===== src/rtl/fetch_pkg.sv =====
// Shared types for the instruction fetch unit: FSM states, the default
// bubble word and the instruction buffer entry.
package fetch_pkg;

  typedef enum logic [1:0] {
    IDLE  = 2'd0,
    FETCH = 2'd1,
    DRAIN = 2'd2
  } state_e;

  // Word shown to decode when nothing real is buffered.
  localparam logic [31:0] NOP_DEFAULT = 32'h0000_0000;

  typedef struct packed {
    logic [31:0] pc;
    logic [31:0] instr;
  } fetch_entry_t;

endpackage


===== src/rtl/fetch_fifo.sv =====
// Instruction buffer: power-of-two circular FIFO of {pc, instr} entries with
// a synchronous flush. Push into a full buffer is accepted only alongside a pop.
module fetch_fifo
  import fetch_pkg::*;
#(
  parameter int DEPTH = 4
) (
  input  logic                     clk,
  input  logic                     rst,
  input  logic                     flush_i,
  input  logic                     push_i,
  input  fetch_entry_t             wdata_i,
  input  logic                     pop_i,
  output fetch_entry_t             rdata_o,
  output logic                     full_o,
  output logic                     empty_o,
  output logic [$clog2(DEPTH):0]   count_o
);

  localparam int AW = $clog2(DEPTH);
  localparam int CW = AW + 1;

  fetch_entry_t    mem_q [DEPTH];
  logic [AW-1:0]   wr_ptr_q, rd_ptr_q;
  logic [CW-1:0]   count_q;
  logic            do_push, do_pop;

  assign empty_o = (count_q == '0);
  assign full_o  = (count_q == CW'(DEPTH));
  assign do_pop  = pop_i & ~empty_o;
  assign do_push = push_i & (~full_o | do_pop);
  assign rdata_o = mem_q[rd_ptr_q];
  assign count_o = count_q;

  // Storage array: written at the tail, no reset needed.
  always_ff @(posedge clk) begin
    if (do_push && !flush_i) mem_q[wr_ptr_q] <= wdata_i;
  end

  // Pointers and occupancy; flush wins over any same-cycle push/pop.
  always_ff @(posedge clk or negedge rst) begin
    if (!rst) begin
      wr_ptr_q <= '0;
      rd_ptr_q <= '0;
      count_q  <= '0;
    end else if (flush_i) begin
      wr_ptr_q <= '0;
      rd_ptr_q <= '0;
      count_q  <= '0;
    end else begin
      if (do_push) wr_ptr_q <= wr_ptr_q + AW'(1);
      if (do_pop)  rd_ptr_q <= rd_ptr_q + AW'(1);
      count_q <= count_q + CW'(do_push) - CW'(do_pop);
    end
  end

endmodule


===== src/rtl/fetch_unit.sv =====
// Instruction fetch unit: issues sequential word fetches, buffers in-order
// responses and presents them to decode. Redirects flush the buffer and
// discard responses still owed for the old path (DRAIN).
module fetch_unit
  import fetch_pkg::*;
#(
  parameter logic [31:0] RESET_PC   = 32'h0000_0000,
  parameter int          FIFO_DEPTH = 4,
  parameter logic [31:0] NOP_INSTR  = NOP_DEFAULT
) (
  input  logic        clk,
  input  logic        rst,
  input  logic        enable,
  input  logic        stall,
  input  logic        redirect_valid,
  input  logic [31:0] redirect_pc,
  output logic        imem_req_valid,
  input  logic        imem_req_ready,
  output logic [31:0] imem_addr,
  input  logic        imem_rsp_valid,
  input  logic [31:0] imem_rsp_data,
  output logic [31:0] instructionD,
  output logic [31:0] pc,
  output logic        instr_valid
);

  localparam int CW = $clog2(FIFO_DEPTH) + 1;
  localparam int SW = CW + 1;

  state_e        state_q, state_d;
  logic [31:0]   fetch_pc_q, fetch_pc_d;
  logic [31:0]   rsp_pc_q, rsp_pc_d;   // address owed to the next kept response
  logic [CW-1:0] inflight_q, inflight_d;
  logic [CW-1:0] drop_q, drop_d;

  fetch_entry_t  head, wentry;
  logic          fifo_full, fifo_empty;
  logic [CW-1:0] fifo_count;
  logic [SW-1:0] occ_sum;
  logic          accept, push, pop;
  logic [31:0]   redir_pc_aligned;

  assign redir_pc_aligned = redirect_pc & ~32'h3;
  assign occ_sum          = {1'b0, fifo_count} + {1'b0, inflight_q};
  assign imem_req_valid   = (state_q == FETCH) && (occ_sum < SW'(FIFO_DEPTH));
  assign imem_addr        = fetch_pc_q;
  assign accept           = imem_req_valid & imem_req_ready;

  // Responses arrive in request order, so the owed address is a running pc.
  assign wentry.pc    = rsp_pc_q;
  assign wentry.instr = imem_rsp_data;
  assign push = imem_rsp_valid & (drop_q == '0) & ~redirect_valid & (~fifo_full | pop);
  assign pop  = ~fifo_empty & ~stall & ~redirect_valid;

  assign instr_valid  = ~fifo_empty;
  assign instructionD = fifo_empty ? NOP_INSTR : head.instr;
  assign pc           = fifo_empty ? 32'h0 : head.pc;

  fetch_fifo #(.DEPTH(FIFO_DEPTH)) u_fifo (
    .clk     (clk),
    .rst     (rst),
    .flush_i (redirect_valid),
    .push_i  (push),
    .wdata_i (wentry),
    .pop_i   (pop),
    .rdata_o (head),
    .full_o  (fifo_full),
    .empty_o (fifo_empty),
    .count_o (fifo_count)
  );

  // Next-state: request/response bookkeeping, then FSM, then redirect override.
  always_comb begin
    state_d    = state_q;
    fetch_pc_d = fetch_pc_q;
    rsp_pc_d   = rsp_pc_q;
    drop_d     = drop_q;
    inflight_d = inflight_q + CW'(accept) - CW'(imem_rsp_valid);

    if (imem_rsp_valid && drop_q != '0) drop_d = drop_q - CW'(1);
    if (push)   rsp_pc_d   = rsp_pc_q + 32'd4;
    if (accept) fetch_pc_d = fetch_pc_q + 32'd4;

    case (state_q)
      IDLE:  if (enable) state_d = FETCH;
      // Leave only once no request is parked waiting on ready.
      FETCH: if (!enable && !(imem_req_valid && !imem_req_ready)) state_d = IDLE;
      DRAIN: if (drop_d == '0) state_d = FETCH;
      default: state_d = IDLE;
    endcase

    // Everything still owed by memory (including this cycle's accept) is stale.
    if (redirect_valid) begin
      fetch_pc_d = redir_pc_aligned;
      rsp_pc_d   = redir_pc_aligned;
      drop_d     = inflight_d;
      if (inflight_d != '0) state_d = DRAIN;
      else                  state_d = enable ? FETCH : IDLE;
    end
  end

  // State registers; reset abandons anything in flight.
  always_ff @(posedge clk or negedge rst) begin
    if (!rst) begin
      state_q    <= IDLE;
      fetch_pc_q <= RESET_PC & ~32'h3;
      rsp_pc_q   <= RESET_PC & ~32'h3;
      inflight_q <= '0;
      drop_q     <= '0;
    end else begin
      state_q    <= state_d;
      fetch_pc_q <= fetch_pc_d;
      rsp_pc_q   <= rsp_pc_d;
      inflight_q <= inflight_d;
      drop_q     <= drop_d;
    end
  end

endmodule


===== config.mk =====
export PLATFORM = sky130hd
export DESIGN_NAME = fetch_unit
export DESIGN_NICKNAME = d
export VERILOG_FILES = /design/src/rtl/fetch_pkg.sv /design/src/rtl/fetch_fifo.sv /design/src/rtl/fetch_unit.sv
export SDC_FILE = /design/constraint.sdc
export NUM_CORES = 1
export LEC_CHECK = 0
export ABC_AREA = 1
export BUFFER_PORTS_ARGS = -buffer_cell sky130_fd_sc_hd__buf_2
export CORE_MARGIN = 10
export CORE_UTILIZATION = 59
export CTS_BUF_LIST = sky130_fd_sc_hd__clkbuf_8 sky130_fd_sc_hd__clkbuf_16
export DETAILED_ROUTE_END_ITERATION = 10
export GPL_ROUTABILITY_DRIVEN = 0
export PLACE_DENSITY = 0.83
export RECOVER_POWER = 100
export REMOVE_ABC_BUFFERS = 1
export SYNTH_ARGS = -nofsm -noshare
export SYNTH_HDL_FRONTEND = slang
export SYNTH_SLANG_ARGS = --single-unit

===== constraint.sdc =====
create_clock -name clk -period 5.1 [get_ports clk]
set_clock_uncertainty 0.05 [all_clocks]
set_input_delay 0.51 -clock clk [delete_from_list [all_inputs] [get_ports clk]]
set_output_delay 0.51 -clock clk [all_outputs]
set_load 0.005 [all_outputs]

==> results of run 1 <==
[stage by stage]
stage | hold slack [ns] | worst slack [ns] | utilization (%) | instances
2_1_floorplan | 0.1644 | 0.7233 | - | 1468
4_1_cts | 0.02742 | 1.694 | 69.20 | 2026
5_1_grt | 0.1871 | 0.8925 | 68.35 | 2026
3_5_place_dp | 0.5037 | 1.550 | 64.90 | 1968
6_report | 0.1850 | 1.134 | 68.35 | 2026
3_3_place_gp | 0.4845 | 1.575 | 64.90 | 1968
[power by group]
group / total (mW) / switching [mW] / internal [mW]
registers: 3.30 / 0.243 / 3.05
clock network: 2.31 / 0.961 / 1.35
logic: 1.62 / 1.10 / 0.523
total: 7.22 / 2.30 / 4.92
[final timing paths]
kind | from | end | slack, ns
worst min-delay path | imem_rsp_data[22] | u_fifo.mem_q[0][22]$_DFFE_PP_ | 0.19
worst max register to register | drop_q[0]$_DFF_PN0_ | u_fifo.mem_q[1][12]$_DFFE_PP_ | 1.63
min in group asynchronous | rst | imem_addr[15]$_DFFE_PN0N_ | 0.42
max in group asynchronous | rst | u_fifo.rd_ptr_q[1]$_DFFE_PN0P_ | 3.15
worst max-delay path | redirect_valid | u_fifo.mem_q[1][12]$_DFFE_PP_ | 1.13
worst min register to register | state_q[1]$_DFFE_PN0P_ | state_q[0]$_DFFE_PN0P_ | 0.51
[kinds of logic after synthesis]
family	count (synthesis)
AND/OR/NAND/NOR	761
flip-flops	323
AO/OA/AOI/OAI	250
buffers and inverters	161
XOR/XNOR	20
adder cells (fa/ha/maj)	16
other	1
[layer usage]
metal | GRT usage [%] | share of wire [%] | vias up
met5 | 0 | 0 | -
met4 | 6.511 | 1.7 | 0
met3 | 4.123 | 9.7 | 53
met2 | 35.05 | 47 | 526
met1 | 28.77 | 42 | 5320
li1 | - | - | 5431
[sequential cells by signal, summed over array words and instances, names as in the netlist]
signal	cells
u_fifo.wr_ptr_q	2
rsp_pc_q	30
drop_q	3
u_fifo.rd_ptr_q	2
u_fifo.count_o	3
state_q	2
inflight_q	3
imem_addr	30
u_fifo.mem_q	248
[cell usage in the layout, fill, tap and decap left out, drive strengths merged]
| master | Yosys | final |
|---|---|---|
| inv | 94 | 100 |
| clkinvlp | 0 | 2 |
| nand2 | 307 | 307 |
| nor3 | 13 | 13 |
| o211ai | 10 | 10 |
| nand4 | 14 | 14 |
| clkbuf | 35 | 159 |
| a22oi | 1 | 1 |
| nand3 | 59 | 59 |
| a21oi | 76 | 76 |
| bufinv | 0 | 2 |
| a31oi | 3 | 3 |
| nand3b | 11 | 11 |
| fa | 2 | 2 |
| clkinv | 0 | 13 |
| xnor2 | 7 | 7 |
| ha | 14 | 14 |
| conb | 1 | 4 |
| o21ai | 155 | 155 |
| a21boi | 1 | 1 |
| and3 | 1 | 1 |
| dfrtp | 75 | 75 |
| edfxtp | 248 | 248 |
| xor2 | 13 | 13 |
| o21bai | 4 | 4 |
| or2 | 3 | 3 |
| buf | 32 | 52 |
| nor2 | 353 | 353 |
[final cells by class]
cell class              instances  area (µm²)
flip-flops and latches        323        9325
fillers                      1860        7765
multi-input cells            1051        4866
clock buffers                  35       875.8
repair buffers                176       765.7
well taps                     324       405.4
inverters                      94       352.8
clock inverters                23       177.7
==> flow_metrics.env, run 1 <==
export IMPL_status="complete, but fails checks"
export IMPL_violations="capacitance limit, slew limit"
export IMPL_clockBufferDepth=3
export IMPL_finalPower_mw=7.221
export IMPL_synthAdderAreaFrac_pct=1.450
export IMPL_antenna_cells=0
export IMPL_routed_via_density=5.592
export IMPL_grt_ovfl_total=0
export IMPL_syn_area_per_cell_um2=9.689
export IMPL_powerDensity_nw_per_um2=430.7
export IMPL_timing_critical_path_buf_inv=3
export IMPL_worstPathRequired_ns=5.14
export IMPL_vias=11330
export IMPL_ys_warnings_count=0
export IMPL_timing_max_transition_violations_final=222
export IMPL_htreeDepth=2
export IMPL_start_util_pct=60.50
export IMPL_wl_per_cell_um=17.19
export IMPL_synth_top_family_by_area="simple AND/OR/NAND/NOR gates"
export IMPL_grt_pass1_wl_um=54950
export IMPL_synth_flop_cell="edfxtp_1"
export IMPL_die_h_um=178.6
export IMPL_p_leak_nw=6.437
export IMPL_maxCapViolations=4
export IMPL_peakVddDrop_mv=0.2936
export IMPL_cts_tree="built"
export IMPL_ys_types=39
export IMPL_cts_sinks=323
export IMPL_die_x_um=178.6
export IMPL_finalSetupTns_ns=0
export IMPL_clk_pin_slew_worst_paths_ns=0.06
export IMPL_grt_pass1_vias=11040
export IMPL_grt_max_degree=109
export IMPL_ys_seq_elements=323
export IMPL_critPathArrivalTime_ns=4.01
export IMPL_finalSetupViolCount=0
export IMPL_io_pins=169
export IMPL_syn_cell_area_um2=14840
export IMPL_synth_most_common_cell="nor2_1"
export IMPL_synth_simple_area_share_pct=21.34
export IMPL_crit_chain="buf_2 > inv_1 > nand3_1 > nor2_4 > clkbuf_2"
export IMPL_max_freq_mhz=252.2
export IMPL_synthCells=1532
export IMPL_finalHoldViolCount=0
export IMPL_critPathMaxStageDelay_ns=1.35
export IMPL_groute_usage_overall_pct=21.51
export IMPL_drt_first_pass_iters=5
export IMPL_finalCriticalPeriod_ns=3.966
export IMPL_holdCritPathClass="primary input to flop"
export IMPL_max_slew_margin_pct=-21.53
export IMPL_root_buffer="clkbuf_16"
export IMPL_synth_compound_area_share_pct=8.750
export IMPL_synth_area_leader_cell="edfxtp_1"
export IMPL_clock_latency_ns=0.51
export IMPL_antenna_found_initial=0
export IMPL_start_kind="primary input"
export IMPL_netlist_top_cells_count="340 x nor2_1, 300 x nand2_1, 248 x edfxtp_1"
export IMPL_critPathKind="primary input to flop"
export IMPL_final_nets=1767
export IMPL_core_um2=24530
export IMPL_drtIter0Drc=1058
export IMPL_place_hpwl_um=22000
export IMPL_period_share_pct=77.76
export IMPL_routed_wl_um=34830
export IMPL_tightest_slew_ns=1.823
export IMPL_area_delta_synth_final_pct=12.97
export IMPL_placed_cell_area_um2=15920
export IMPL_reg2reg_depth=7
export IMPL_ant_nets=0
export IMPL_synth_xor_area_share_pct=1.180
export IMPL_async_flop_share_pct=23.22
export IMPL_cp_max_fo=62
export IMPL_grt_setup_unrepaired="no"
export IMPL_post_cts_buffers=0
export IMPL_endpoint_kind="flop"
export IMPL_cp_slowest_cell="clkbuf_2"
export IMPL_synth_edff_count=248
export IMPL_whs_path_depth=1
export IMPL_crit_cells=5
export IMPL_drc=0
export IMPL_ys_seq_area_share_pct=62.82
export IMPL_synth_mux_area_share_pct=0
export IMPL_cts_resized=0
export IMPL_cts_buffers=34
export IMPL_synthTopCellsByArea="edfxtp_1 50%, dfrtp_1 13%, nor2_1 8.6%, nand2_1 7.6%, o21ai_0 5.2%"
export IMPL_holdBufCountCts=0
export IMPL_port_buffers=162
export IMPL_synth_top_area_share_pct=50.17
export IMPL_die_area_um2=31900
export IMPL_drive_above_1_share_pct=8.167
export IMPL_stdcell_area_um2=16770
export IMPL_cp_top_family="buffers and inverters"
export IMPL_core_rowCount=57
(Power assumes the default switching activity.)
==> run 2: changes to the inputs <==
- clock period: 5.1 -> 3.9 ns (I/O delays scaled with it)
==> run 2 against run 1 <==
The run still ends with capacitance limit, slew limit left. Clock power increased by 19%. Final cell count increased by 1.6%. Hold slack got worse by 0.12 ns. Design area increased by 1.3%. Clock-buffer cell count decreased by 4. Core utilization increased by 0.87 points. Routed wire length increased by 2.3%. Sequential share of layout area decreased by 0.67 points. Die area unchanged. Flip-flop and latch count unchanged. Register-to-register slack got worse by 0.95 ns. Worst setup slack got worse by 0.57 ns.
==> flow_metrics.env, run 2 (synthesis gave the netlist of run 1 again) <==
export IMPL_status="complete, but fails checks"
export IMPL_violations="capacitance limit, slew limit"
export IMPL_grt_setup_unrepaired="no"
export IMPL_worstPathRequired_ns=3.46
export IMPL_maxCapViolations=3
export IMPL_largest_reg_flops=248
export IMPL_drtIter0Drc=1131
export IMPL_cts_tree="built"
export IMPL_port_buffers=162
export IMPL_ant_nets=0
export IMPL_critPathArrivalTime_ns=2.90
export IMPL_groute_usage_overall_pct=22.15
export IMPL_antenna_found_initial=1
export IMPL_finalCriticalPeriod_ns=3.339
export IMPL_final_cell_mix="337 x nor2_1, 301 x nand2_1, 248 x edfxtp_1"
export IMPL_cts_resized=0
export IMPL_finalPower_mw=9.228
export IMPL_final_common_cell="nor2_1"
export IMPL_htreeDepth=1
export IMPL_place_hpwl_um=22170
export IMPL_finalHoldViolCount=0
export IMPL_routed_via_density=5.603
export IMPL_max_freq_mhz=299.5
export IMPL_hold_ws_ns=0.06432
export IMPL_endpoint_kind="output port"
export IMPL_die_area_um2=31900
export IMPL_start_util_pct=60.50
export IMPL_vias=11530
export IMPL_max_slew_margin_pct=-20.34
export IMPL_peakVddDrop_mv=0.3510
export IMPL_drc=0
export IMPL_p_comb_share_pct=23.1
export IMPL_core_um2=24530
export IMPL_clock_latency_ns=0.56
export IMPL_cts_sinks=323
export IMPL_start_kind="flop"
export IMPL_grt_pass1_wl_um=56880
export IMPL_cts_buffers=31
export IMPL_sequentialPowerShare_pct=47.1
export IMPL_clockBufferDepth=3
export IMPL_critPathKind="flop to output port"
export IMPL_sw_frac_of_total_pct=32.63
export IMPL_grt_ovfl_total=0
export IMPL_p_leak_nw=6.501
export IMPL_cp_max_fo=63
export IMPL_timing_max_transition_violations_final=162
export IMPL_root_buffer="clkbuf_16"
export IMPL_wl_per_cell_um=17.30
export IMPL_period_share_pct=85.63
export IMPL_drt_first_pass_iters=8
export IMPL_die_x_um=178.6
export IMPL_tightest_slew_ns=1.805
export IMPL_die_h_um=178.6
export IMPL_holdCritPathClass="primary input to flop"
export IMPL_drive_above_1_share_pct=8.194
export IMPL_io_pins=169
export IMPL_clock_power_share_pct=29.7
export IMPL_clk_pin_slew_worst_paths_ns=0.07
export IMPL_p_sw_mw=3.011
export IMPL_grt_pass1_vias=11400
export IMPL_area_delta_synth_final_pct=14.41
export IMPL_p_int_mw=6.216
export IMPL_final_nets=1796
export IMPL_top_register="u_fifo.mem_q"
export IMPL_powerDensity_nw_per_um2=543.4
export IMPL_finalSetupViolCount=0
export IMPL_core_rowCount=57
export IMPL_rrSetupSlack_ns=0.68
export IMPL_routed_wl_um=35610
export IMPL_grt_max_degree=78
==> run 2: power groups by stage <==
stage	Sequential [mW]	Clock (mW)	Combinational, mW
floorplan	4.36	0	1.25
global placement	4.39	0	2.11
detailed placement	4.40	0	2.18
CTS	4.34	2.75	2.22
global route	4.38	2.92	2.43
finish	4.35	2.74	2.13
==> run 2: cell type report <==
class,instances,area [µm²]
fill,1818,7552
multi-input combinational,1051,4887
clock buffer,31,775.7
tap,324,405.4
antenna,1,2.502
inverter,94,352.8
sequential,323,9329
clock inverter,26,156.4
timing repair buffer,208,1072
==> run 2: worst max-delay path, cell delays in order, from the launching register on <==
cell and delay (ns):
dfrtp_1 0.48, nor3_4 0.22, clkbuf_2 1.20, a21oi_1 0.21, clkbuf_1 0.20
==> run 2: repair_timing <==
action | CTS | global route
hold endpoints to repair | 129 | 0
hold buffers | 30 | 0
buffers inserted | 0 | 0
==> run 2: per-layer routing <==
metal / vias to the layer above / share of wire [%] / GRT usage [%]
met2: 592 / 47 / 36.05
met4: 0 / 1.8 / 7.544
met1: 5383 / 41 / 29.36
li1: 5485 / - / -
met3: 72 / 10 / 4.207
met5: - / 0 / 0
==> run 2: stage by stage <==
step | cells | cell area (µm²) | setup WS, ns | util, % | setup TNS, ns
floorplan | 1468 | 14550 | -0.4235 | - | -127.15
global placement | 1970 | 15990 | 1.117 | 65.17 | 0
detailed placement | 1970 | 15990 | 1.057 | 65.17 | 0
CTS | 2057 | 17220 | 0.8182 | 70.19 | 0
global route | 2058 | 16980 | 0.4005 | 69.22 | 0
finish | 2058 | 16980 | 0.5606 | 69.22 | 0
==> run 2: final timing paths <==
path | startpoint | to | depth (start not counted)
min in group asynchronous | rst | imem_addr[2]$_DFFE_PN0N_ | 2
setup / recovery | u_fifo.count_o[1]$_DFF_PN0_ | pc[9] | 4
max in group asynchronous | rst | rsp_pc_q[22]$_DFFE_PN0N_ | 3
setup reg to reg | drop_q[0]$_DFF_PN0_ | u_fifo.mem_q[2][50]$_DFFE_PP_ | 8
hold reg to reg | state_q[1]$_DFFE_PN0P_ | state_q[0]$_DFFE_PN0P_ | 3
hold / removal | redirect_pc[30] | imem_addr[30]$_DFFE_PN0N_ | 3
==> run 3: changes to the inputs <==
--- a/config.mk
+++ b/config.mk
@@ -8,10 +8,12 @@
 export ABC_AREA = 1
 export BUFFER_PORTS_ARGS = -buffer_cell sky130_fd_sc_hd__buf_2
+export CELL_PAD_IN_SITES_DETAIL_PLACEMENT = 1
+export CELL_PAD_IN_SITES_GLOBAL_PLACEMENT = 1
 export CORE_MARGIN = 10
-export CORE_UTILIZATION = 59
+export CORE_UTILIZATION = 46
 export CTS_BUF_LIST = sky130_fd_sc_hd__clkbuf_8 sky130_fd_sc_hd__clkbuf_16
 export DETAILED_ROUTE_END_ITERATION = 10
 export GPL_ROUTABILITY_DRIVEN = 0
-export PLACE_DENSITY = 0.83
+export PLACE_DENSITY = 0.84
 export RECOVER_POWER = 100
 export REMOVE_ABC_BUFFERS = 1
==> constraint.sdc (replaced) <==
create_clock -name clk -period 3.9 [get_ports clk]
set_clock_uncertainty 0.05 [all_clocks]
set_input_delay 0.585 -clock clk [delete_from_list [all_inputs] [get_ports clk]]
set_output_delay 0.585 -clock clk [all_outputs]
set_load 0.005 [all_outputs]
==> run 3 against run 2 <==
The run still ends with capacitance limit, slew limit left. Final cell count rose by 2.9%. Combinational power rose by 5%. Global-route usage fell by 0.40 points.
==> flow_metrics.env, run 3 (synthesis gave the netlist of run 1 again) <==
export IMPL_status="complete, but fails checks"
export IMPL_violations="capacitance limit, slew limit"
export IMPL_core_um2=31720
export IMPL_holdBufCountCts=0
export IMPL_crit_chain="inv_1 > buf_4 > o21ai_0 > a21oi_1 > clkbuf_1"
export IMPL_io_pins=169
export IMPL_start_kind="flop"
export IMPL_cts_resized=0
export IMPL_drtIter0Drc=704
export IMPL_drt_first_pass_iters=5
export IMPL_die_x_um=199.6
export IMPL_fin_ws_ns=0.5570
export IMPL_grt_setup_unrepaired="no"
export IMPL_root_buffer="clkbuf_16"
export IMPL_clockBufferDepth=3
export IMPL_reg2reg_depth=8
export IMPL_port_buffers=162
export IMPL_regArea_um2=9329
export IMPL_critPathArrivalTime_ns=2.71
export IMPL_max_freq_mhz=299.1
export IMPL_cts_sinks=323
export IMPL_final_common_cell="nor2_1"
export IMPL_antenna_found_initial=1
export IMPL_groute_usage_overall_pct=21.75
export IMPL_final_cell_mix="337 x nor2_1, 301 x nand2_1, 248 x edfxtp_1"
export IMPL_drive_above_1_share_pct=9.038
export IMPL_vias=11660
export IMPL_start_util_pct=46.80
export IMPL_crit_start="u_fifo.rd_ptr_q[0]$_DFFE_PN0P_"
export IMPL_cp_max_fo=26
export IMPL_holdCritPathClass="primary input to flop"
export IMPL_largest_reg_flops=248
export IMPL_post_cts_buffers=0
export IMPL_p_leak_nw=6.554
export IMPL_core_rowCount=65
export IMPL_top_register="u_fifo.mem_q"
export IMPL_grt_pass1_wl_um=68060
export IMPL_max_slew_margin_pct=-33.94
export IMPL_multi_input_area_um2=4876
export IMPL_period_share_pct=85.72
export IMPL_finalSetupViolCount=0
export IMPL_maxCapViolations=1
export IMPL_die_area_um2=39850
export IMPL_die_h_um=199.6
export IMPL_clk_pin_slew_worst_paths_ns=0.06
export IMPL_grt_max_degree=105
export IMPL_ant_nets=0
export IMPL_htreeDepth=2
export IMPL_grt_pass1_vias=12510
export IMPL_routed_wl_um=43380
export IMPL_place_hpwl_um=29120
export IMPL_critPathKind="flop to output port"
export IMPL_worstSetupEndpoint="pc[17]"
export IMPL_critPathMaxStageDelay_ns=0.64
export IMPL_drc=0
export IMPL_cp_slowest_cell="inv_1"
export IMPL_rrSetupSlack_ns=0.62
export IMPL_timing_max_transition_violations_final=32
export IMPL_r2r_end="u_fifo.mem_q[2][45]$_DFFE_PP_"
export IMPL_rr_startpoint="drop_q[0]$_DFF_PN0_"
export IMPL_tightest_slew_ns=2.009
export IMPL_grt_ovfl_total=0
export IMPL_finalCriticalPeriod_ns=3.343
export IMPL_wl_per_cell_um=20.48
export IMPL_cts_buffers=35
export IMPL_cts_tree="built"
export IMPL_fillCellCount=3620
export IMPL_peakVddDrop_mv=0.4104
export IMPL_routed_via_density=5.506
export IMPL_finalHoldViolCount=0
export IMPL_area_delta_synth_final_pct=15.27
export IMPL_pre_cts_ws_ns=1.029
export IMPL_final_nets=1775
export IMPL_powerDensity_nw_per_um2=579.5
export IMPL_finalPower_mw=9.915
export IMPL_endpoint_kind="output port"
export IMPL_worstPathRequired_ns=3.26
export IMPL_clock_latency_ns=0.51
[run 3: cell types whose count changed in the layout (fill, tap and decap cells not counted), moves of 3 or more]
cell | previous run | this run
dlygate4sd3_1 | 30 | 0
buf_12 | 1 | 6
buf_2 | 40 | 45
buf_4 | 5 | 10
clkbuf_1 | 123 | 118
clkbuf_16 | 31 | 36
bufinv_16 | 1 | 4
clkbuf_2 | 6 | 3
clkbuf_4 | 3 | 0
clkinv_2 | 9 | 6
[run 3: power by group]
group          internal, mW  switching, mW  leakage (nW)  total [mW]
clock                  1.99           1.35         0.595        3.34
combinational         0.698           1.54          2.81        2.23
sequential             3.99          0.352          3.15        4.35
[run 3: layer usage]
layer | wire length (µm) | vias up | GRT usage, %
li1 | - | 5445 | -
met1 | 18400 | 5806 | 27.20
met2 | 21370 | 353 | 37.88
met3 | 2816 | 58 | 4.373
met4 | 790 | 0 | 5.104
met5 | 0 | - | 0
[run 3: layout make-up]
cell class,instances,area share [%]
antenna,1,0.01463
clock buffer,38,5.426
clock inverter,26,1.382
inverter,94,2.062
multi-input combinational,1051,28.50
sequential,323,54.52
tap,402,2.940
timing repair buffer,183,5.155
[run 3: how the worst min path moves through the flow]
stage	from	endpoint	slack, ns	cells past startpoint
global route	imem_rsp_data[31]	u_fifo.mem_q[3][31]$_DFFE_PP_	0.29	1
floorplan	rst	drop_q[0]$_DFF_PN0_	0.24	0
finish	imem_rsp_data[18]	u_fifo.mem_q[0][18]$_DFFE_PP_	0.28	1
detailed placement	state_q[1]$_DFFE_PN0P_	state_q[0]$_DFFE_PN0P_	0.51	3
CTS	rst	imem_addr[29]$_DFFE_PN0N_	0.14	1
global placement	state_q[1]$_DFFE_PN0P_	state_q[0]$_DFFE_PN0P_	0.49	3
[run 3: per-stage QoR]
stage | area [µm²] | utilization [%] | instances | setup TNS (ns) | hold WS [ns]
2_1_floorplan | 14550 | - | 1468 | -146.46 | 0.2394
3_3_place_gp | 16140 | 50.87 | 2053 | 0 | 0.4929
3_5_place_dp | 16140 | 50.87 | 2053 | 0 | 0.5057
4_1_cts | 17300 | 54.54 | 2117 | 0 | 0.1357
5_1_grt | 17110 | 53.94 | 2118 | 0 | 0.2861
6_report | 17110 | 53.94 | 2118 | 0 | 0.2804
[run 3: critical path, delay by kind of cell, from the launching register on]
kind | cells | cell delay (ns)
flip-flops | 1 | 0.61
AO/OA/AOI/OAI | 2 | 0.38
buffers and inverters | 3 | 1.18
